==> src/rtl/multicycle_control_unit.sv <==
`default_nettype none
// ============================================================================
// Module      : multicycle_control_unit
// Description : Multi-cycle control FSM for the 16-bit core. Accepts one
//               instruction per valid/ready handshake and latches its opcode
//               and type. It then walks FETCH/DECODE/EXECUTE/MEM/WRITEBACK/
//               DISPLAY/TRAP, raising one phase's datapath enables at a time.
//               The MEM wait is bounded by a timeout. Unknown encodings
//               trap instead of issuing a NOP.
// Ports       : clk, rst                 - clock, sync active-high reset
//               instr_valid/instr_ready  - fetch handshake
//               opcode, instr_type       - fields sampled on accept
//               mem_ack                  - data memory completion
//               ir_load, mem_read_en, mem_write_en, reg_write_en,
//               data_to_reg, alu_imm, flag_en, display - datapath controls
//               instr_done, illegal, mem_timeout       - status pulses
//               state                    - current FSM state
// Revision    : 1.0 - initial release
// ============================================================================
module multicycle_control_unit #(
    parameter int OPCODE_W    = 5,
    parameter int TYPE_W      = 2,
    parameter int MEM_TIMEOUT = 16
) (
    input  logic                clk,
    input  logic                rst,
    input  logic                instr_valid,
    output logic                instr_ready,
    input  logic [OPCODE_W-1:0] opcode,
    input  logic [TYPE_W-1:0]   instr_type,
    input  logic                mem_ack,
    output logic                ir_load,
    output logic                mem_read_en,
    output logic                mem_write_en,
    output logic                reg_write_en,
    output logic [1:0]          data_to_reg,
    output logic                alu_imm,
    output logic                flag_en,
    output logic                display,
    output logic                instr_done,
    output logic                illegal,
    output logic                mem_timeout,
    output logic [2:0]          state
);

    localparam logic [2:0] C_ST_FETCH   = 3'd0;
    localparam logic [2:0] C_ST_DECODE  = 3'd1;
    localparam logic [2:0] C_ST_EXECUTE = 3'd2;
    localparam logic [2:0] C_ST_MEM     = 3'd3;
    localparam logic [2:0] C_ST_WB      = 3'd4;
    localparam logic [2:0] C_ST_DISPLAY = 3'd5;
    localparam logic [2:0] C_ST_TRAP    = 3'd6;

    // Instruction classes derived from the latched fields
    localparam logic [2:0] C_CL_ALU   = 3'd0;
    localparam logic [2:0] C_CL_CMP   = 3'd1;
    localparam logic [2:0] C_CL_LOAD  = 3'd2;
    localparam logic [2:0] C_CL_LDI   = 3'd3;
    localparam logic [2:0] C_CL_STORE = 3'd4;
    localparam logic [2:0] C_CL_DISP  = 3'd5;
    localparam logic [2:0] C_CL_DISPM = 3'd6;
    localparam logic [2:0] C_CL_ILL   = 3'd7;

    localparam int C_CNT_W = (MEM_TIMEOUT > 2) ? $clog2(MEM_TIMEOUT) : 1;
    localparam logic [C_CNT_W-1:0] C_WAIT_LAST = C_CNT_W'(MEM_TIMEOUT - 1);

    logic [2:0]          r_state;
    logic [OPCODE_W-1:0] r_opcode;
    logic [TYPE_W-1:0]   r_type;
    logic [C_CNT_W-1:0]  r_wait;

    logic [2:0] w_next;
    logic [2:0] w_class;
    logic       w_imm;
    logic       w_run;

    // Class decode of the latched instruction
    always_comb begin
        w_class = C_CL_ILL;
        w_imm   = 1'b0;
        if (r_type == TYPE_W'(0)) begin
            if ((r_opcode >= OPCODE_W'(3) && r_opcode <= OPCODE_W'(6)) ||
                (r_opcode >= OPCODE_W'(8) && r_opcode <= OPCODE_W'(15))) begin
                w_class = C_CL_ALU;
            end else if (r_opcode == OPCODE_W'(7) || r_opcode == OPCODE_W'(25) ||
                         (r_opcode >= OPCODE_W'(16) && r_opcode <= OPCODE_W'(19))) begin
                w_class = C_CL_CMP;
            end
            w_imm = (r_opcode == OPCODE_W'(4))  || (r_opcode == OPCODE_W'(6))  ||
                    (r_opcode == OPCODE_W'(7))  || (r_opcode == OPCODE_W'(15)) ||
                    (r_opcode == OPCODE_W'(17)) || (r_opcode == OPCODE_W'(19));
        end else if (r_type == TYPE_W'(1)) begin
            if (r_opcode == OPCODE_W'(0))      w_class = C_CL_LOAD;
            else if (r_opcode == OPCODE_W'(1)) w_class = C_CL_LDI;
            else if (r_opcode == OPCODE_W'(2)) w_class = C_CL_STORE;
        end else if (r_type == TYPE_W'(3)) begin
            if (r_opcode == OPCODE_W'(21) || r_opcode == OPCODE_W'(22) ||
                r_opcode == OPCODE_W'(24))       w_class = C_CL_DISP;
            else if (r_opcode == OPCODE_W'(23)) w_class = C_CL_DISPM;
        end
    end

    always_comb begin
        w_next = r_state;
        case (r_state)
            C_ST_FETCH: begin
                if (instr_valid) w_next = C_ST_DECODE;
            end
            C_ST_DECODE: begin
                case (w_class)
                    C_CL_LDI:   w_next = C_ST_WB;
                    C_CL_DISP:  w_next = C_ST_DISPLAY;
                    C_CL_DISPM: w_next = C_ST_MEM;
                    C_CL_ILL:   w_next = C_ST_TRAP;
                    default:    w_next = C_ST_EXECUTE;
                endcase
            end
            C_ST_EXECUTE: begin
                case (w_class)
                    C_CL_CMP:              w_next = C_ST_FETCH;
                    C_CL_LOAD, C_CL_STORE: w_next = C_ST_MEM;
                    default:               w_next = C_ST_WB;
                endcase
            end
            C_ST_MEM: begin
                // An ack on the final allowed cycle still completes normally
                if (mem_ack) begin
                    case (w_class)
                        C_CL_LOAD:  w_next = C_ST_WB;
                        C_CL_DISPM: w_next = C_ST_DISPLAY;
                        default:    w_next = C_ST_FETCH;
                    endcase
                end else if (r_wait == C_WAIT_LAST) begin
                    w_next = C_ST_TRAP;
                end
            end
            default: w_next = C_ST_FETCH;
        endcase
    end

    always_ff @(posedge clk) begin
        if (rst) begin
            r_state  <= C_ST_FETCH;
            r_opcode <= '0;
            r_type   <= '0;
            r_wait   <= '0;
        end else begin
            r_state <= w_next;
            if (r_state == C_ST_FETCH && instr_valid) begin
                r_opcode <= opcode;
                r_type   <= instr_type;
            end
            // Held at zero outside MEM so every MEM entry starts from zero
            if (r_state != C_ST_MEM)  r_wait <= '0;
            else if (!mem_ack)        r_wait <= r_wait + C_CNT_W'(1);
        end
    end

    // All outputs are forced low while rst is asserted
    assign w_run = ~rst;

    always_comb begin
        instr_ready  = w_run && (r_state == C_ST_FETCH);
        ir_load      = instr_ready && instr_valid;
        mem_read_en  = w_run && (r_state == C_ST_MEM) &&
                       (w_class == C_CL_LOAD || w_class == C_CL_DISPM);
        mem_write_en = w_run && (r_state == C_ST_MEM) && (w_class == C_CL_STORE);
        reg_write_en = w_run && (r_state == C_ST_WB);
        data_to_reg  = 2'b00;
        if (reg_write_en) begin
            case (w_class)
                C_CL_LOAD: data_to_reg = 2'b01;
                C_CL_LDI:  data_to_reg = 2'b11;
                default:   data_to_reg = 2'b10;
            endcase
        end
        alu_imm      = w_run && (r_state != C_ST_FETCH) && w_imm;
        flag_en      = w_run && (r_state == C_ST_EXECUTE) && (w_class == C_CL_CMP);
        display      = w_run && (r_state == C_ST_DISPLAY);
        // A store finishes in the MEM cycle that samples its ack
        instr_done   = w_run && ((r_state == C_ST_WB) || (r_state == C_ST_DISPLAY) ||
                                 (r_state == C_ST_TRAP) || flag_en ||
                                 (mem_write_en && mem_ack));
        // Only legal classes reach MEM, so a TRAP for a legal class is a timeout
        illegal      = w_run && (r_state == C_ST_TRAP) && (w_class == C_CL_ILL);
        mem_timeout  = w_run && (r_state == C_ST_TRAP) && (w_class != C_CL_ILL);
        state        = w_run ? r_state : C_ST_FETCH;
    end

endmodule
`default_nettype wire

==> config.mk <==
export PLATFORM = sky130hd
export DESIGN_NAME = multicycle_control_unit
export DESIGN_NICKNAME = d
export VERILOG_FILES = /design/src/rtl/multicycle_control_unit.sv
export SDC_FILE = /design/constraint.sdc
export NUM_CORES = 1
export LEC_CHECK = 0
export CORE_ASPECT_RATIO = 0.7
export CORE_MARGIN = 2
export CORE_UTILIZATION = 53
export DETAILED_ROUTE_END_ITERATION = 16
export GPL_TIMING_DRIVEN = 0
export PLACE_DENSITY = 0.9
export SYNTH_ARGS = -nofsm -noshare
export SYNTH_HDL_FRONTEND = slang
export SYNTH_SLANG_ARGS = --single-unit
==> constraint.sdc <==
create_clock -name clk -period 4 [get_ports clk]
set_input_delay 0.6 -clock clk [delete_from_list [all_inputs] [get_ports clk]]
set_output_delay 0.6 -clock clk [all_outputs]
set_load 0.03 [all_outputs]
==> metrics.yaml <==
cells_and_area:
  drive_above_1_share_pct: 12.3
  synthToLayoutAreaGrowth_pct: 27.8
  layout.nets: 200
  antenna_cells: 0
  final_area_sq_um: 1440
global_route:
  grt_pass1_wl_um: 5400
  gr-total-overflow: 0
  antenna_found_initial: 0
  track_usage_pct: 28.3
  grt_max_degree: 11
  grt_pass1_vias: 1208
yosys:
  ys_top_cells_by_area: "dfxtp_1 25%, nand2_1 8.6%, a21oi_1 5.3%"
  synth_top_family_by_area: "simple AND/OR/NAND/NOR gates"
  syn_inst: 158
  yosysUniqueCellTypes: 49
  synth_top_area_share_pct: 24.8
  synth_mux_area_share_pct: 0.887
  synthFlopType: "dfxtp_1"
  synth.largest_area_cell: "dfxtp_1"
  synth-xor-area-share_pct: 3.10
  syn_area_per_cell_sq_um: 7.14
  synth.net_count: 170
  synth_compound_area_share_pct: 20.0
  synthAdderAreaFrac_pct: 1.11
  seq_area_frac_synth_pct: 24.8
  synth_common_cells: "26 x nand2_1, 14 x dfxtp_1, 12 x a21oi_1, 12 x nor2_1"
  synth_area_sq_um: 1130
  yosysMostFrequentCell: "nand2_1"
  yosys_register_bits: 14
  synth_edf_count: 0
  yosys.area_share.simple_pct: 40.6
  yosys_warnings: 0
  async_flop_share_pct: 0
clock_network:
  postCtsSetupBuffers: 0
  holdBufCountCts: 0
  h-tree-depth: 1
  clk_pin_slew_worst_paths_ps: 80
  clock_sinks: 14
  cts.repair.resized: 0
  cts_root_buffer: "clkbuf_4"
  cts_made_buffers: 3
  clk_latency_ps: 290
  tritoncts: "built"
  cts.path.max_buffers: 2
die:
  die_area_sq_um: 2520
  die_width_um: 59.2
  core-area_sq_um: 1940
  die_h_um: 42.6
  num_rows: 13
  ios: 27
  start_util_pct: 58.3
timing:
  worstMarginPinSlew_ps: 505
  finalHoldViolations: 0
  max_freq_mhz: 300
  fin_skew_ps: 15.2
  rsz0062_at_grt: "false"
  setup_viol: 0
  fin_crit_ps: 3340
  fin_setup_tns_ps: 0
  period_share_pct: 83.4
  slew_headroom_pct: 66.0
  maxSlewViolCount: 0
critical_path:
  critPathKind: "in2out"
  cp-end-kind: "output port"
  cp_max_fo: 6
  crit_arrival_ps: 2740
  required_ps: 3400
  r2r_end: "r_state[2]$_SDFFE_PP0P_"
  reg2reg_depth: 5
  crit_path_start_kind: "input pin"
  rrSetupSlack_ps: 2310
  reg2reg_from: "r_opcode[4]$_SDFFE_PP0P_"
routing:
  first_pass_iters: 5
  drcViolationCount: 0
  routed_via_density: 6.05
  totalWireLength_um: 3200
  num_vias: 1264
  drt_iter0_drc: 102
  postRouteAntennaNets: 0
  wl_per_cell_um: 15.3
placement:
  numPortBuffers: 25
  dp_hpwl_um: 2420
  place.gp.congestion: 0.924
  place_area_sq_um: 1410
run_status:
  status: "completed"
hold_path:
  min_path_type: "reg2reg"
  worst_hold_path.endpoint: "r_wait[3]$_SDFFE_PP0N_"
  min_path_cells: 2
  worstHoldStart: "r_wait[3]$_SDFFE_PP0N_"
power_and_ir_drop:
  power_density_nw_per_um2: 399
  vdd_drop_max_mv: 0.334
  leakage_nw: 0.543
job:
  maxCapViolations: 0
-- per-layer routing --
layer / routed length [um] / share of wire [%] / global-route usage (%)
met5: 0 / 0 / 0
met1: 1330 / 41 / 37.5
met3: 332 / 10 / 7.72
met2: 1500 / 47 / 45.1
met4: 41 / 1.3 / 6.82
-- final cells by class --
class | instances | area, sq um
clock buffers | 4 | 36.3
repair buffers | 25 | 250
flip-flops and latches | 14 | 280
multi-input cells | 123 | 741
plain buffers | 13 | 77.6
fillers | 157 | 493
inverters | 8 | 30.0
well taps | 22 | 27.5
-- cell families after synthesis --
| logic type | after synthesis |
|---|---|
| simple gates | 81 |
| fa+ha+maj | 1 |
| xor+xnor | 4 |
| compound gates | 36 |
| flops | 14 |
| mux | 1 |
| buf+inv | 21 |
-- per-stage QoR --
stage / utilization (%) / instances / worst slack (ps) / power, W / hold slack, ps
final: 74.5 / 209 / 663 / 0.000576 / 524
after global routing: 74.5 / 209 / 534 / 0.000611 / 565
after CTS: 74.5 / 209 / 708 / 0.000571 / 534
after detailed placement: 72.7 / 205 / 716 / 0.000466 / 513
after global placement: 72.7 / 205 / 714 / 0.000455 / 488
after floorplan: - / 158 / 917 / 0.000384 / 472
-- critical path: stages --
cell and delay [ps]:
clkdlybuf4s50_1 520, nor2b_1 300, nand2_1 230, nor3_2 190, nand2_1 80, a21oi_1 140
clkdlybuf4s50_1 680
-- worst max path at each step --
| stage | start | to | slack [ps] | cells past startpoint |
|---|---|---|---|---|
| after floorplan | rst | instr_done | 920 | 5 |
| after global placement | rst | instr_done | 710 | 7 |
| after detailed placement | rst | instr_done | 720 | 7 |
| after CTS | rst | instr_done | 710 | 7 |
| after global routing | rst | instr_done | 530 | 7 |
| final | rst | instr_done | 660 | 7 |
-- cell usage in the layout, fill, tap and decap left out, types with 2 or more instances in the layout --
master / synthesis / layout
nand2_1: 26 / 26
clkdlybuf4s50_1: 0 / 25
dfxtp_1: 14 / 14
nor2_1: 12 / 12
a21oi_1: 12 / 12
inv_1: 7 / 7
o21ai_0: 7 / 7
nor4_1: 6 / 6
nor2b_1: 5 / 5
buf_2: 5 / 5
clkbuf_1: 4 / 4
nand4_1: 4 / 4
nor3_1: 4 / 4
nor3b_1: 3 / 3
and2_1: 3 / 3
clkbuf_4: 0 / 3
buf_4: 2 / 2
buf_6: 2 / 2
and4bb_2: 2 / 2
o21ai_1: 2 / 2
nor4_2: 2 / 2
nand3_1: 2 / 2
o211ai_1: 2 / 2
xnor2_1: 2 / 2
a31oi_1: 2 / 2
and3_1: 2 / 2
xor2_1: 2 / 2
-- flip-flops by register name (all words and copies together), names as in the netlist --
name	cells
r_opcode	5
r_wait	4
r_state	3
r_type	2
-- where the power goes --
part,switching [W],internal (W),total (W),leakage [nW]
Sequential,0.0000174,0.000157,0.000175,0.114
Clock,0.0000496,0.0000554,0.000105,0.0210
Combinational,0.000180,0.000116,0.000296,0.408
Total,0.000247,0.000329,0.000576,0.543
No activity file was read; power rests on OpenSTA's default activity.
